### config.mk
export PLATFORM = sky130hd
export DESIGN_NAME = axi_slave_ram
export DESIGN_NICKNAME = d
export VERILOG_FILES = /design/src/rtl/axi_slave_pkg.sv /design/src/rtl/axi_slave_byte_ram.sv /design/src/rtl/axi_slave_ram.sv
export SDC_FILE = /design/constraint.sdc
export NUM_CORES = 2
export LEC_CHECK = 0
export ABC_AREA = 1
export CORE_ASPECT_RATIO = 0.8
export CORE_MARGIN = 2
export CORE_UTILIZATION = 55
export DETAILED_ROUTE_END_ITERATION = 10
export PLACE_DENSITY_LB_ADDON = 0.08
export SLEW_MARGIN = 10
export SYNTH_ARGS = -nofsm -noshare
export SYNTH_HDL_FRONTEND = slang
export SYNTH_HIERARCHICAL = 1
export SYNTH_SLANG_ARGS = --single-unit
### constraint.sdc
create_clock -name ACLK -period 4.7 [get_ports ACLK]
set_input_delay 1.175 -clock ACLK [delete_from_list [all_inputs] [get_ports ACLK]]
set_output_delay 1.175 -clock ACLK [all_outputs]
set_load 0.02 [all_outputs]
### src/rtl/axi_slave_pkg.sv
// Shared encodings and state types for the AXI3 slave RAM.
package axi_slave_pkg;
  localparam logic [1:0] RESP_OKAY   = 2'b00;
  localparam logic [1:0] RESP_SLVERR = 2'b10;

  localparam logic [1:0] BURST_FIXED = 2'b00;
  localparam logic [1:0] BURST_INCR  = 2'b01;
  localparam logic [1:0] BURST_WRAP  = 2'b10;

  localparam logic [2:0] SIZE_64 = 3'b011;

  typedef enum logic [1:0] {W_IDLE, W_DATA, W_RESP} wstate_e;
  typedef enum logic       {R_IDLE, R_DATA} rstate_e;

  // WRAP and reserved bursts are still walked as INCR but flagged as errors.
  function automatic logic addr_err(input logic [2:0] size, input logic [1:0] burst);
    return (size != SIZE_64) || burst[1];
  endfunction
endpackage

### src/rtl/axi_slave_byte_ram.sv
// 64-bit word RAM with per-byte write enables and a registered, load-enabled read port.
module axi_slave_byte_ram #(
  parameter int unsigned WORD_AW = 4
) (
  input  logic               clk_i,
  input  logic               rst_i,
  input  logic               we_i,
  input  logic [WORD_AW-1:0] waddr_i,
  input  logic [63:0]        wdata_i,
  input  logic [7:0]         wstrb_i,
  input  logic               re_i,
  input  logic [WORD_AW-1:0] raddr_i,
  output logic [63:0]        rdata_o
);
  localparam int unsigned DEPTH = 2 ** WORD_AW;

  logic [63:0] mem_q [DEPTH];
  logic [63:0] rdata_q;

  // Array is deliberately unreset so contents survive a bus reset.
  always_ff @(posedge clk_i) begin
    if (we_i) begin
      for (int unsigned i = 0; i < 8; i++) begin
        if (wstrb_i[i]) mem_q[waddr_i][i*8 +: 8] <= wdata_i[i*8 +: 8];
      end
    end
  end

  always_ff @(posedge clk_i or posedge rst_i) begin
    if (rst_i)     rdata_q <= '0;
    else if (re_i) rdata_q <= mem_q[raddr_i];
  end

  assign rdata_o = rdata_q;
endmodule

### src/rtl/axi_slave_ram.sv
// AXI3 64-bit slave backed by a byte-lane RAM; independent write and read FSMs.
module axi_slave_ram
  import axi_slave_pkg::*;
#(
  parameter int unsigned ID_WIDTH       = 4,
  parameter int unsigned RAM_ADDR_WIDTH = 7
) (
  input  logic                ACLK,
  input  logic                ARESET,
  input  logic [ID_WIDTH-1:0] AWID,
  input  logic [31:0]         AWADDR,
  input  logic [3:0]          AWLEN,
  input  logic [2:0]          AWSIZE,
  input  logic [1:0]          AWBURST,
  input  logic                AWVALID,
  output logic                AWREADY,
  input  logic [ID_WIDTH-1:0] WID,
  input  logic [63:0]         WDATA,
  input  logic [7:0]          WSTRB,
  input  logic                WLAST,
  input  logic                WVALID,
  output logic                WREADY,
  output logic [ID_WIDTH-1:0] BID,
  output logic [1:0]          BRESP,
  output logic                BVALID,
  input  logic                BREADY,
  input  logic [ID_WIDTH-1:0] ARID,
  input  logic [31:0]         ARADDR,
  input  logic [3:0]          ARLEN,
  input  logic [2:0]          ARSIZE,
  input  logic [1:0]          ARBURST,
  input  logic                ARVALID,
  output logic                ARREADY,
  output logic [ID_WIDTH-1:0] RID,
  output logic [63:0]         RDATA,
  output logic [1:0]          RRESP,
  output logic                RLAST,
  output logic                RVALID,
  input  logic                RREADY
);
  localparam int unsigned WA = RAM_ADDR_WIDTH - 3;

  wstate_e             wstate_q, wstate_d;
  logic [ID_WIDTH-1:0] bid_q, bid_d;
  logic [WA-1:0]       waddr_q, waddr_d;
  logic [3:0]          wlen_q, wlen_d, wcnt_q, wcnt_d;
  logic                werr_q, werr_d, wfixed_q, wfixed_d;

  rstate_e             rstate_q, rstate_d;
  logic [ID_WIDTH-1:0] rid_q, rid_d;
  logic [WA-1:0]       raddr_q, raddr_d;
  logic [3:0]          rlen_q, rlen_d, rcnt_q, rcnt_d;
  logic                rerr_q, rerr_d, rfixed_q, rfixed_d;

  logic                ram_we, ram_re;
  logic [WA-1:0]       ram_raddr;

  logic unused_ok;
  assign unused_ok = ^{WID, AWADDR[31:RAM_ADDR_WIDTH], AWADDR[2:0],
                       ARADDR[31:RAM_ADDR_WIDTH], ARADDR[2:0]};

  always_ff @(posedge ACLK or posedge ARESET) begin
    if (ARESET) begin
      wstate_q <= W_IDLE;
      bid_q    <= '0;
      waddr_q  <= '0;
      wlen_q   <= '0;
      wcnt_q   <= '0;
      werr_q   <= 1'b0;
      wfixed_q <= 1'b0;
    end else begin
      wstate_q <= wstate_d;
      bid_q    <= bid_d;
      waddr_q  <= waddr_d;
      wlen_q   <= wlen_d;
      wcnt_q   <= wcnt_d;
      werr_q   <= werr_d;
      wfixed_q <= wfixed_d;
    end
  end

  always_comb begin
    wstate_d = wstate_q;
    bid_d    = bid_q;
    waddr_d  = waddr_q;
    wlen_d   = wlen_q;
    wcnt_d   = wcnt_q;
    werr_d   = werr_q;
    wfixed_d = wfixed_q;
    ram_we   = 1'b0;
    unique case (wstate_q)
      W_IDLE: if (AWVALID) begin
        bid_d    = AWID;
        waddr_d  = AWADDR[RAM_ADDR_WIDTH-1:3];
        wlen_d   = AWLEN;
        wcnt_d   = '0;
        werr_d   = addr_err(AWSIZE, AWBURST);
        wfixed_d = (AWBURST == BURST_FIXED);
        wstate_d = W_DATA;
      end
      W_DATA: if (WVALID) begin
        ram_we = 1'b1;
        wcnt_d = wcnt_q + 4'd1;
        if (!wfixed_q) waddr_d = waddr_q + WA'(1);
        if (WLAST != (wcnt_q == wlen_q)) werr_d = 1'b1;
        if (wcnt_q == wlen_q) wstate_d = W_RESP;
      end
      W_RESP: if (BREADY) wstate_d = W_IDLE;
      default: wstate_d = W_IDLE;
    endcase
  end

  assign AWREADY = (wstate_q == W_IDLE);
  assign WREADY  = (wstate_q == W_DATA);
  assign BVALID  = (wstate_q == W_RESP);
  assign BID     = bid_q;
  assign BRESP   = werr_q ? RESP_SLVERR : RESP_OKAY;

  always_ff @(posedge ACLK or posedge ARESET) begin
    if (ARESET) begin
      rstate_q <= R_IDLE;
      rid_q    <= '0;
      raddr_q  <= '0;
      rlen_q   <= '0;
      rcnt_q   <= '0;
      rerr_q   <= 1'b0;
      rfixed_q <= 1'b0;
    end else begin
      rstate_q <= rstate_d;
      rid_q    <= rid_d;
      raddr_q  <= raddr_d;
      rlen_q   <= rlen_d;
      rcnt_q   <= rcnt_d;
      rerr_q   <= rerr_d;
      rfixed_q <= rfixed_d;
    end
  end

  // The read register is loaded one beat ahead: on AR, and on each non-final R handshake.
  always_comb begin
    rstate_d  = rstate_q;
    rid_d     = rid_q;
    raddr_d   = raddr_q;
    rlen_d    = rlen_q;
    rcnt_d    = rcnt_q;
    rerr_d    = rerr_q;
    rfixed_d  = rfixed_q;
    ram_re    = 1'b0;
    ram_raddr = raddr_q;
    unique case (rstate_q)
      R_IDLE: if (ARVALID) begin
        rid_d     = ARID;
        raddr_d   = ARADDR[RAM_ADDR_WIDTH-1:3];
        rlen_d    = ARLEN;
        rcnt_d    = '0;
        rerr_d    = addr_err(ARSIZE, ARBURST);
        rfixed_d  = (ARBURST == BURST_FIXED);
        ram_re    = 1'b1;
        ram_raddr = ARADDR[RAM_ADDR_WIDTH-1:3];
        rstate_d  = R_DATA;
      end
      R_DATA: if (RREADY) begin
        if (rcnt_q == rlen_q) begin
          rstate_d = R_IDLE;
        end else begin
          rcnt_d    = rcnt_q + 4'd1;
          raddr_d   = rfixed_q ? raddr_q : raddr_q + WA'(1);
          ram_re    = 1'b1;
          ram_raddr = raddr_d;
        end
      end
      default: rstate_d = R_IDLE;
    endcase
  end

  assign ARREADY = (rstate_q == R_IDLE);
  assign RVALID  = (rstate_q == R_DATA);
  assign RID     = rid_q;
  assign RRESP   = rerr_q ? RESP_SLVERR : RESP_OKAY;
  assign RLAST   = (rstate_q == R_DATA) && (rcnt_q == rlen_q);

  axi_slave_byte_ram #(.WORD_AW(WA)) u_ram (
    .clk_i   (ACLK),
    .rst_i   (ARESET),
    .we_i    (ram_we),
    .waddr_i (waddr_q),
    .wdata_i (WDATA),
    .wstrb_i (WSTRB),
    .re_i    (ram_re),
    .raddr_i (ram_raddr),
    .rdata_o (RDATA)
  );
endmodule

==> results.cfg <==
[routing]
dr_wl_met3_um = 6770
routed.top_layer = met4
via_per_inst = 5.51
dr_wl_met2_um = 50900
wl_per_cell_um = 20.4
wl_met1_um = 50600
dr.first_iter.drc_count = 2780
drc = 0
wl_um = 111000
dr.pass1.iters = 5
vias = 30100
ant_nets = 0

[timing]
finalClockSkew_ns = 0.0194
slew_violations = 0
relSlewSlack_pct = 25.8
fin_setup_tns_ns = 0
hold_viol_final = 0
period_minus_slack_ns = 3.59
tightest_slew_ns = 1.11
rsz0062_at_grt = false
clock.fmax_mhz = 278
setup_viol = 0
fin_crit_sh_pct = 76.4

[hold_path]
holdPathStages = 2
holdPathEnd = u_ram/rdata_o[33]
hp-class = reg2reg
hp-start = u_ram/rdata_o[33]

[grt]
grt_start_max_net_pins = 96
grt_pass1_vias = 28200
grt_overflow = 0
track_usage_pct = 25.8
antenna_found_initial = 0
grt_pass1_wl_um = 170000

[logic_synthesis]
synth.area.top_cells = edfxtp_1 (67%), nand2_1 (13%), nand3_1 (8.4%)
ys_ff_latch = 1127
yosysTopAreaCell = edfxtp_1
synth-seq-area-share_pct = 72.1
avgSynthCellArea_um2 = 11.4
synth.distinct_cells = 40
yosysMostFrequentCell = nand2_1
syn-cell-area_mm2 = 0.0462
ys_warn_count = 6
synth_top_area_share_pct = 66.5
synth_edf_count = 1024
ys_top_cells_by_count = nand2_1 (1,652), edfxtp_1 (1,024), nand3_1 (780)
synth_cells = 4043
ys.flop_type = edfxtp_1
async_flop_share_pct = 9.14

[critical_path]
worstSetupPathType = reg2out
worstSetupEndpointType = output pin
r2r_cells = 19
timing.rr.end = u_ram/rdata_o[35]
arrival_ns = 2.42
critPathMaxFanout = 6
worstPathRequired_ns = 3.52
r2r_slack_ns = 1.44
startpoint_type = flop
reg2reg_from = rcnt_q[0]

[cts]
cts.clk_slew.worst_paths_ns = 0.06
cts_made_buffers = 109
root_buffer = clkbuf_16
postCtsHoldBufs = 0
clock_path_buffers = 3
clock-sinks = 1127
cts_resized = 0
clock_latency_ns = 0.67
tritoncts = built
h-tree-depth = 3
cts_setup_buffers = 0

[finish]
final-seq-area_mm2 = 0.0333
final_area_mm2 = 0.0527
syn2layout_area_growth_pct = 14.1
n_fill_cell = 6497
nets = 4425
multi_input_area_mm2 = 0.0111
drive_gt1_share_pct = 7.10
n_antenna_cell = 0

[placed_design]
portBuffers = 193
place.gp.congestion = 0.775
place_area_mm2 = 0.0494
dp_hpwl_um = 66700

[die]
fp.dieW_um = 328
dieArea_mm2 = 0.0864
io_pins = 256
num_rows = 95
die_h_um = 263
core_mm2 = 0.0836
start_util_pct = 55.3

[pwr]
power_density_mw_per_mm2 = 762
vdd_ir_drop_max_mv = 0.636
p_leak_uw = 0.0200

[job]
cap_viol_max_count = 0

[status]
status = finished, final reports clean
-- through the flow --
stage          hold WS (ns)  util [%]  power [uW]  cells  setup WS, ns
2_1_floorplan         0.443         -       26300   4044          1.90
3_3_place_gp          0.462      59.1       31800   5251         0.684
3_5_place_dp          0.462      59.1       32100   5251         0.640
4_1_cts               0.477      63.1       40300   5451          1.07
5_1_grt               0.495      63.1       42900   5451         0.917
6_report              0.474      63.1       40200   5451          1.11
-- cell families (layout without fill, tap and decap cells) --
kind of cell | Yosys count | in the layout | synth area share (%)
other | 1 | 2 | 0.00811
AOI/OAI and AO/OA | 32 | 32 | 0.447
adders and majority gates | 4 | 4 | 0.108
buffers and inverters | 279 | 571 | 3.91
xor gates and xnor gates | 10 | 10 | 0.189
DFF | 1127 | 1127 | 72.1
and+or+nand+nor | 2590 | 2590 | 23.2
-- placed cells by master (no fill, tap or decap), types with 28 or more instances in the layout --
cell type	n
edfxtp_1	1024
clkdlybuf4s50_1	193
buf_12	29
nand2_1	1648
nand3_1	780
clkbuf_1	29
dfrtp_1	103
nor2_1	148
buf_4	111
inv_1	28
clkbuf_16	113
-- worst max-delay path by stage --
stage	from	endpoint	slack (ns)	depth (start not counted)
floorplan	WVALID	u_ram/mem_q[10][10]	1.90	6
global placement	RREADY	u_ram/rdata_o[32]	0.68	16
detailed placement	RREADY	u_ram/rdata_o[38]	0.64	16
CTS	rcnt_q[0]	RLAST	1.07	7
global route	rcnt_q[0]	RLAST	0.92	7
finish	rcnt_q[0]	RLAST	1.11	7
-- layer usage --
layer | up-vias | GRT usage [%]
li1 | 14300 | -
met1 | 14600 | 38.7
met2 | 977 | 39.9
met3 | 183 | 3.48
met4 | 0 | 7.20
met5 | - | 0
-- critical path: stages, from the launching register on --
cell and delay [ns]:
dfrtp_1 0.40, inv_1 0.08, nand2_1 0.06, nand2_1 0.04, nor2_1 0.20, nand2_1 0.19, nor2_1 0.16, clkdlybuf4s50_1 0.62
-- power breakdown --
| group | total, uW | switching (uW) | internal (uW) |
|---|---|---|---|
| sequential | 12100 | 348 | 11700 |
| clock | 8230 | 3560 | 4670 |
| combinational | 19900 | 13700 | 6180 |
| total | 40200 | 17600 | 22600 |
-- sequential cells by signal (all words and copies together) (netlist names), 2 cells and up --
name / count
BID: 4
RID: 4
raddr_q: 4
rcnt_q: 4
rlen_q: 4
u_ram/mem_q: 1024
u_ram/rdata_o: 64
waddr_q: 4
wcnt_q: 4
wlen_q: 4
wstate_q: 2
-- cell type report --
cell class                      instances  share of cell area, %
Clock buffer                          147                   5.70
Clock inverter                         53                  0.650
Inverter                               38                  0.349
Multi-Input combinational cell       2638                   21.1
Sequential cell                      1127                   63.2
Tap cell                             1115                   2.65
Timing Repair Buffer                  333                   6.34
No activity file was read; power rests on OpenSTA's default activity.
